<file path="config.mk">
export PLATFORM = sky130hd
export DESIGN_NAME = mul_issue
export DESIGN_NICKNAME = d
export VERILOG_FILES = /design/src/rtl/mul_issue_pkg.sv /design/src/rtl/mul_timeout.sv /design/src/rtl/mul_issue.sv
export SDC_FILE = /design/constraint.sdc
export NUM_CORES = 1
export LEC_CHECK = 0
export CAP_MARGIN = 20
export CORE_MARGIN = 3
export CORE_UTILIZATION = 45
export CTS_BUF_LIST = sky130_fd_sc_hd__clkbuf_16
export DETAILED_ROUTE_END_ITERATION = 16
export GPL_TIMING_DRIVEN = 0
export PLACE_DENSITY = 0.88
export SYNTH_ARGS = -nofsm -noshare
export SYNTH_HDL_FRONTEND = slang
export SYNTH_SLANG_ARGS = --single-unit
</file>
<file path="constraint.sdc">
create_clock -name Clk -period 6 [get_ports Clk]
set_clock_uncertainty 0.2 [all_clocks]
set_input_delay 1.2 -clock Clk [delete_from_list [all_inputs] [get_ports Clk]]
set_output_delay 1.2 -clock Clk [all_outputs]
set_load 0.05 [all_outputs]
</file>
<file path="src/rtl/mul_issue_pkg.sv">
// Shared definitions for the HI/LO multiply/divide issue controller:
// op-codes, unit select encodings, FSM states and the operand bundle.
package mul_issue_pkg;

  localparam logic [2:0] MUL_OP_MULTU = 3'd0;
  localparam logic [2:0] MUL_OP_DIVU  = 3'd1;
  localparam logic [2:0] MUL_OP_MFHI  = 3'd2;
  localparam logic [2:0] MUL_OP_MFLO  = 3'd3;
  localparam logic [2:0] MUL_OP_MTHI  = 3'd4;
  localparam logic [2:0] MUL_OP_MTLO  = 3'd5;

  localparam logic MUL_MUL      = 1'b0;
  localparam logic MUL_DIV      = 1'b1;
  localparam logic MUL_SEL_HIGH = 1'b1;
  localparam logic MUL_SEL_LOW  = 1'b0;

  typedef enum logic [1:0] {
    ST_IDLE   = 2'd0,
    ST_BUSY   = 2'd1,
    ST_SETTLE = 2'd2
  } state_t;

  typedef struct packed {
    logic [31:0] da;
    logic [31:0] db;
  } mul_opnd_t;

endpackage

</file>
<file path="src/rtl/mul_timeout.sv">
// Busy-phase watchdog: counts enabled cycles, flags expiry at TIMEOUT-1.
// Zero latency on expired; no backpressure.
module mul_timeout #(
  parameter int TIMEOUT = 64,
  parameter int CW      = 7
) (
  input  logic Clk,
  input  logic Reset,
  input  logic clr,
  input  logic en,
  output logic expired
);

  logic [CW-1:0] cnt_q;

  always_ff @(posedge Clk) begin
    if (Reset || clr) begin
      cnt_q <= '0;
    end else if (en) begin
      cnt_q <= cnt_q + CW'(1);
    end
  end

  assign expired = (cnt_q == CW'(TIMEOUT - 1));

endmodule

</file>
<file path="src/rtl/mul_issue.sv">
// Issue controller for the HI/LO mul/div unit: unit controls in the accept cycle, MFHI/MFLO data 1 cycle later.
// Backpressure: Stall holds the execute stage while a MULTU/DIVU is outstanding.
module mul_issue
  import mul_issue_pkg::*;
#(
  parameter int TIMEOUT = 64,
  parameter int CW      = 7
) (
  input  logic        Clk,
  input  logic        Reset,
  input  logic        Op_Valid,
  input  logic [2:0]  Op_Code,
  input  logic [31:0] Op_Rs,
  input  logic [31:0] Op_Rt,
  output logic        Stall,
  output logic        Rd_Valid,
  output logic [31:0] Rd_Data,
  output logic        Err,
  output logic        MUL_Start,
  output logic        MUL_SelMD,
  output logic        MUL_SelHL,
  output logic        MUL_Write,
  output logic [31:0] MUL_DA,
  output logic [31:0] MUL_DB,
  input  logic        MUL_Flag,
  input  logic [31:0] MUL_DC
);

  state_t    state_q, state_d;
  mul_opnd_t opnd_q;
  logic      sel_hl_q;
  logic      err_q;
  logic      rd_valid_q;
  logic [31:0] rd_data_q;

  logic op_md, op_mf, op_mt, op_req;
  logic acc_md, acc_mf, acc_mt;
  logic sel_now;
  logic cnt_clr, cnt_en, expired, err_set;

  assign op_md = (Op_Code == MUL_OP_MULTU) || (Op_Code == MUL_OP_DIVU);
  assign op_mf = (Op_Code == MUL_OP_MFHI)  || (Op_Code == MUL_OP_MFLO);
  assign op_mt = (Op_Code == MUL_OP_MTHI)  || (Op_Code == MUL_OP_MTLO);

  // Codes 6-7 never request, so they neither stall nor act.
  assign op_req = Op_Valid && (op_md || op_mf || op_mt) && !Reset;

  assign Stall  = op_req && (state_q != ST_IDLE);
  assign acc_md = op_req && (state_q == ST_IDLE) && op_md;
  assign acc_mf = op_req && (state_q == ST_IDLE) && op_mf;
  assign acc_mt = op_req && (state_q == ST_IDLE) && op_mt;

  assign sel_now = ((Op_Code == MUL_OP_MFHI) || (Op_Code == MUL_OP_MTHI)) ? MUL_SEL_HIGH : MUL_SEL_LOW;

  mul_timeout #(
    .TIMEOUT (TIMEOUT),
    .CW      (CW)
  ) u_timeout (
    .Clk     (Clk),
    .Reset   (Reset),
    .clr     (cnt_clr),
    .en      (cnt_en),
    .expired (expired)
  );

  always_ff @(posedge Clk) begin
    if (Reset) begin
      state_q <= ST_IDLE;
    end else begin
      state_q <= state_d;
    end
  end

  // Flag is only examined from BUSY on, so a stale Flag during Start is harmless.
  always_comb begin
    state_d = state_q;
    cnt_clr = 1'b0;
    cnt_en  = 1'b0;
    err_set = 1'b0;
    case (state_q)
      ST_IDLE: begin
        if (acc_md) begin
          state_d = ST_BUSY;
          cnt_clr = 1'b1;
        end
      end
      ST_BUSY: begin
        if (MUL_Flag) begin
          state_d = ST_SETTLE;
        end else if (expired) begin
          state_d = ST_IDLE;
          err_set = 1'b1;
        end else begin
          cnt_en = 1'b1;
        end
      end
      ST_SETTLE: state_d = ST_IDLE;
      default:   state_d = ST_IDLE;
    endcase
  end

  always_ff @(posedge Clk) begin
    if (Reset) begin
      opnd_q     <= '0;
      sel_hl_q   <= MUL_SEL_LOW;
      err_q      <= 1'b0;
      rd_valid_q <= 1'b0;
      rd_data_q  <= '0;
    end else begin
      if (acc_md) begin
        opnd_q <= '{da: Op_Rs, db: Op_Rt};
      end else if (acc_mt) begin
        opnd_q.da <= Op_Rs;
      end
      if (acc_mf || acc_mt) begin
        sel_hl_q <= sel_now;
      end
      if (acc_md) begin
        err_q <= 1'b0;
      end else if (err_set) begin
        err_q <= 1'b1;
      end
      rd_valid_q <= acc_mf;
      if (acc_mf) begin
        rd_data_q <= MUL_DC;
      end
    end
  end

  // Operands and select go out combinationally in the accept cycle, then hold.
  assign MUL_Start = acc_md;
  assign MUL_SelMD = acc_md && ((Op_Code == MUL_OP_DIVU) ? MUL_DIV : MUL_MUL);
  assign MUL_Write = acc_mt;
  assign MUL_SelHL = (acc_mf || acc_mt) ? sel_now : sel_hl_q;
  assign MUL_DA    = (acc_md || acc_mt) ? Op_Rs : opnd_q.da;
  assign MUL_DB    = acc_md ? Op_Rt : opnd_q.db;

  assign Err      = err_q;
  assign Rd_Valid = rd_valid_q;
  assign Rd_Data  = rd_data_q;

endmodule

</file>
==> impl_metrics.env <==
export IMPL_status="completed"
export IMPL_wl_um=14800
export IMPL_rsz0062_at_grt="no"
export IMPL_ys_flop_type="dfxtp_1"
export IMPL_maxCapViolations=0
export IMPL_fin_crit_sh=0.890
export IMPL_clock_power_share=0.334
export IMPL_met3_length_um=1400
export IMPL_critPathMaxStageDelay_ns=0.81
export IMPL_synth_area_leader_cell="dfxtp_1"
export IMPL_drc=0
export IMPL_crit_type="input pin to primary output"
export IMPL_grt_max_degree=19
export IMPL_synth_edf_count=0
export IMPL_synthArstFlopShare=0
export IMPL_fp_dieH_um=110
export IMPL_drtPass1Iterations=5
export IMPL_rows=37
export IMPL_ios=206
export IMPL_wire_per_inst_um=16.5
export IMPL_cts_tree="built"
export IMPL_synth_top_area_share=0.444
export IMPL_fp_dieW_um=110
export IMPL_path_clk_slew_ns=0.07
export IMPL_worstMarginPinSlew_ns=0.726
export IMPL_synth_seq_cells=108
export IMPL_synthDistinctLibCells=43
export IMPL_antenna_left=0
export IMPL_cts_sinks=108
export IMPL_critPathArrivalTime_ns=3.94
export IMPL_vias=4885
export IMPL_netSwitchingFraction=0.294
export IMPL_antenna_found_initial=0
export IMPL_dp_hpwl_um=11400
export IMPL_grt_pass1_vias=4950
export IMPL_critPathLaunchType="input pin"
export IMPL_setup_viol=0
export IMPL_cts_buffers=9
export IMPL_seqPwrFrac=0.452
export IMPL_pwr_density_cell_nw_per_um2=225
export IMPL_fin_cells=894
export IMPL_syn_to_final_growth_pct=51.1
export IMPL_path_delay_family="buffers and inverters"
export IMPL_track_usage=0.241
export IMPL_dr_wl_met2_um=7360
export IMPL_synth_area_leaders="dfxtp_1 44%, mux2_2 13%, o21ai_0 6.0%, o311ai_0 4.9%, a21oi_1 4.3%"
export IMPL_post_route_min_period_ns=5.34
export IMPL_finalPower_mw=1.66
export IMPL_vdd_drop_max_v=0.000145
export IMPL_gp_congestion=0.849
export IMPL_drive_gt1_frac=0.123
export IMPL_cts_hold_buf=0
export IMPL_hold_slack_ns=0.252
export IMPL_cts_resized=0
export IMPL_finalSetupTns_ns=0
export IMPL_required_ns=4.60
export IMPL_relSlewSlack=0.509
export IMPL_max_freq_mhz=187
export IMPL_wl_met1_um=5660
export IMPL_maxSlewViolCount=0
export IMPL_top_layer_used="met4"
export IMPL_cell_internal_pwr_mw=1.17
export IMPL_synth_cells=538
export IMPL_switchingPower_mw=0.487
export IMPL_start_util=0.467
export IMPL_clockBufferDepth=2
export IMPL_fin_util=0.706
export IMPL_ys_warn_count=0
export IMPL_crit_path_end_kind="primary output"
export IMPL_ys_seq_area_frac=0.444
export IMPL_netlist_area_um2=4870
export IMPL_drt_initial_drc_count=240
export IMPL_finalNetCount=857
export IMPL_crit_buf_inv=4
export IMPL_leakagePower_nw=2.95
export IMPL_cts_htree_levels=3
export IMPL_overflow=0
export IMPL_avgViaCountPerCell=5.46
export IMPL_critPathMostFrequentCell="clkdlybuf4s50_1"
export IMPL_fp_coreArea_um2=10400
export IMPL_report_final_hold_viol_count=0
export IMPL_path_max_fanout=10
export IMPL_synth_avg_cell_area_um2=9.04
export IMPL_clock_root_buffer="clkbuf_16"
export IMPL_hold_class="register to register"
export IMPL_n_antenna_cell=0
export IMPL_place_inst=878
export IMPL_clk_latency_ns=0.34
export IMPL_portBuffers=204
export IMPL_synthesis_nets=642
export IMPL_worstPathCellList="clkdlybuf4s50_1 -> buf_2 -> nor4b_2 -> clkbuf_1 -> nand3_1 -> nand2_1 -> clkdlybuf4s50_1"
export IMPL_slowest_stage="clkdlybuf4s50_1"
export IMPL_post_cts_setup_buffer_count=0
export IMPL_combPwrFrac=0.214
export IMPL_die_area_um2=12100
export IMPL_grt_pass1_wl_um=23300
## state kept, by name (all words and copies together), names as in the netlist
signal / cells
Rd_Data: 32
u_timeout.cnt_q: 7
Err: 1
state_q: 2
sel_hl_q: 1
Rd_Valid: 1
opnd_q: 64
## power groups by stage
stage | Sequential [mW] | Clock, mW | Combinational [mW]
2_1_floorplan | 0.790 | 0 | 0.171
3_3_place_gp | 0.763 | 0 | 0.346
3_5_place_dp | 0.765 | 0 | 0.353
4_1_cts | 0.748 | 0.558 | 0.355
5_1_grt | 0.750 | 0.590 | 0.376
6_report | 0.748 | 0.554 | 0.354
## per-layer routing
| metal | GRT usage | up-vias |
|---|---|---|
| li1 | - | 2361 |
| met1 | 0.280 | 2296 |
| met2 | 0.422 | 203 |
| met3 | 0.0670 | 25 |
| met4 | 0.0855 | 0 |
| met5 | 0 | - |
## worst paths after layout
check	startpoint	to	slack [ns]	cells after the start
worst max-delay path	Op_Code[1]	MUL_DA[19]	0.66	7
worst min-delay path	u_timeout.cnt_q[6]$_SDFFE_PP0P_	u_timeout.cnt_q[6]$_SDFFE_PP0P_	0.25	2
worst max register to register	state_q[1]$_SDFFE_PP0P_	opnd_q[39]$_SDFFE_PP0P_	3.93	4
worst min register to register	u_timeout.cnt_q[6]$_SDFFE_PP0P_	u_timeout.cnt_q[6]$_SDFFE_PP0P_	0.25	2
## stage by stage
stage                     setup WS, ns  area, um^2
final                            0.660        7350
after floorplan                   1.76        4870
after global routing             0.500        7350
after CTS                        0.667        7350
after global placement           0.724        7080
after detailed placement         0.676        7080
## placed cells by master (no fill, tap or decap), types with 29 or more instances in the layout
cell type and count:
a21oi_1 42, clkbuf_1 29, clkdlybuf4s50_1 204, dfxtp_1 108
inv_1 32, mux2_2 58, nand2_1 40, nand3_1 34
nor2b_1 33, o21ai_0 58
## worst reg2reg max path, cell delays in order, from the launching register on
cell,delay (ns)
dfxtp_1,0.41
or4b_1,0.64
clkbuf_1,0.26
o21ai_0,0.32
a21oi_1,0.12
## synthesized netlist by cell type, types with 2 or more instances
| master | instances |
|---|---|
| or4_1 | 2 |
| o211ai_1 | 5 |
| nor3_4 | 2 |
| mux2i_1 | 3 |
| clkbuf_1 | 29 |
| a211oi_1 | 3 |
| inv_1 | 32 |
| buf_4 | 3 |
| nor2_1 | 4 |
| o311ai_0 | 27 |
| mux2_2 | 58 |
| o21ai_1 | 4 |
| nand2_1 | 40 |
| buf_1 | 3 |
| dfxtp_1 | 108 |
| nor2b_1 | 33 |
| and3_1 | 2 |
| o31ai_1 | 7 |
| buf_2 | 9 |
| nand2b_1 | 3 |
| o21ai_0 | 58 |
| nor4bb_1 | 2 |
| nand4_1 | 7 |
| a21oi_1 | 42 |
| nand3_1 | 34 |
## area by class of cell
cell class              instances  area (um^2)
plain buffers                  45          199
clock buffers                   9          225
clock inverters                 7         48.8
fillers                       794         3060
inverters                      33          124
multi-input cells             352         2380
flip-flops and latches        108         2160
well taps                     136          170
repair buffers                204         2040
## kinds of logic after synthesis
kind of cell	synth area share
buffers and inverters	0.0663
AOI/OAI and AO/OA	0.187
and+or+nand+nor	0.158
muxes	0.140
adders and majority gates	0.00257
xor gates and xnor gates	0.00180
DFF	0.444
Power figures use the tool's default switching activity.
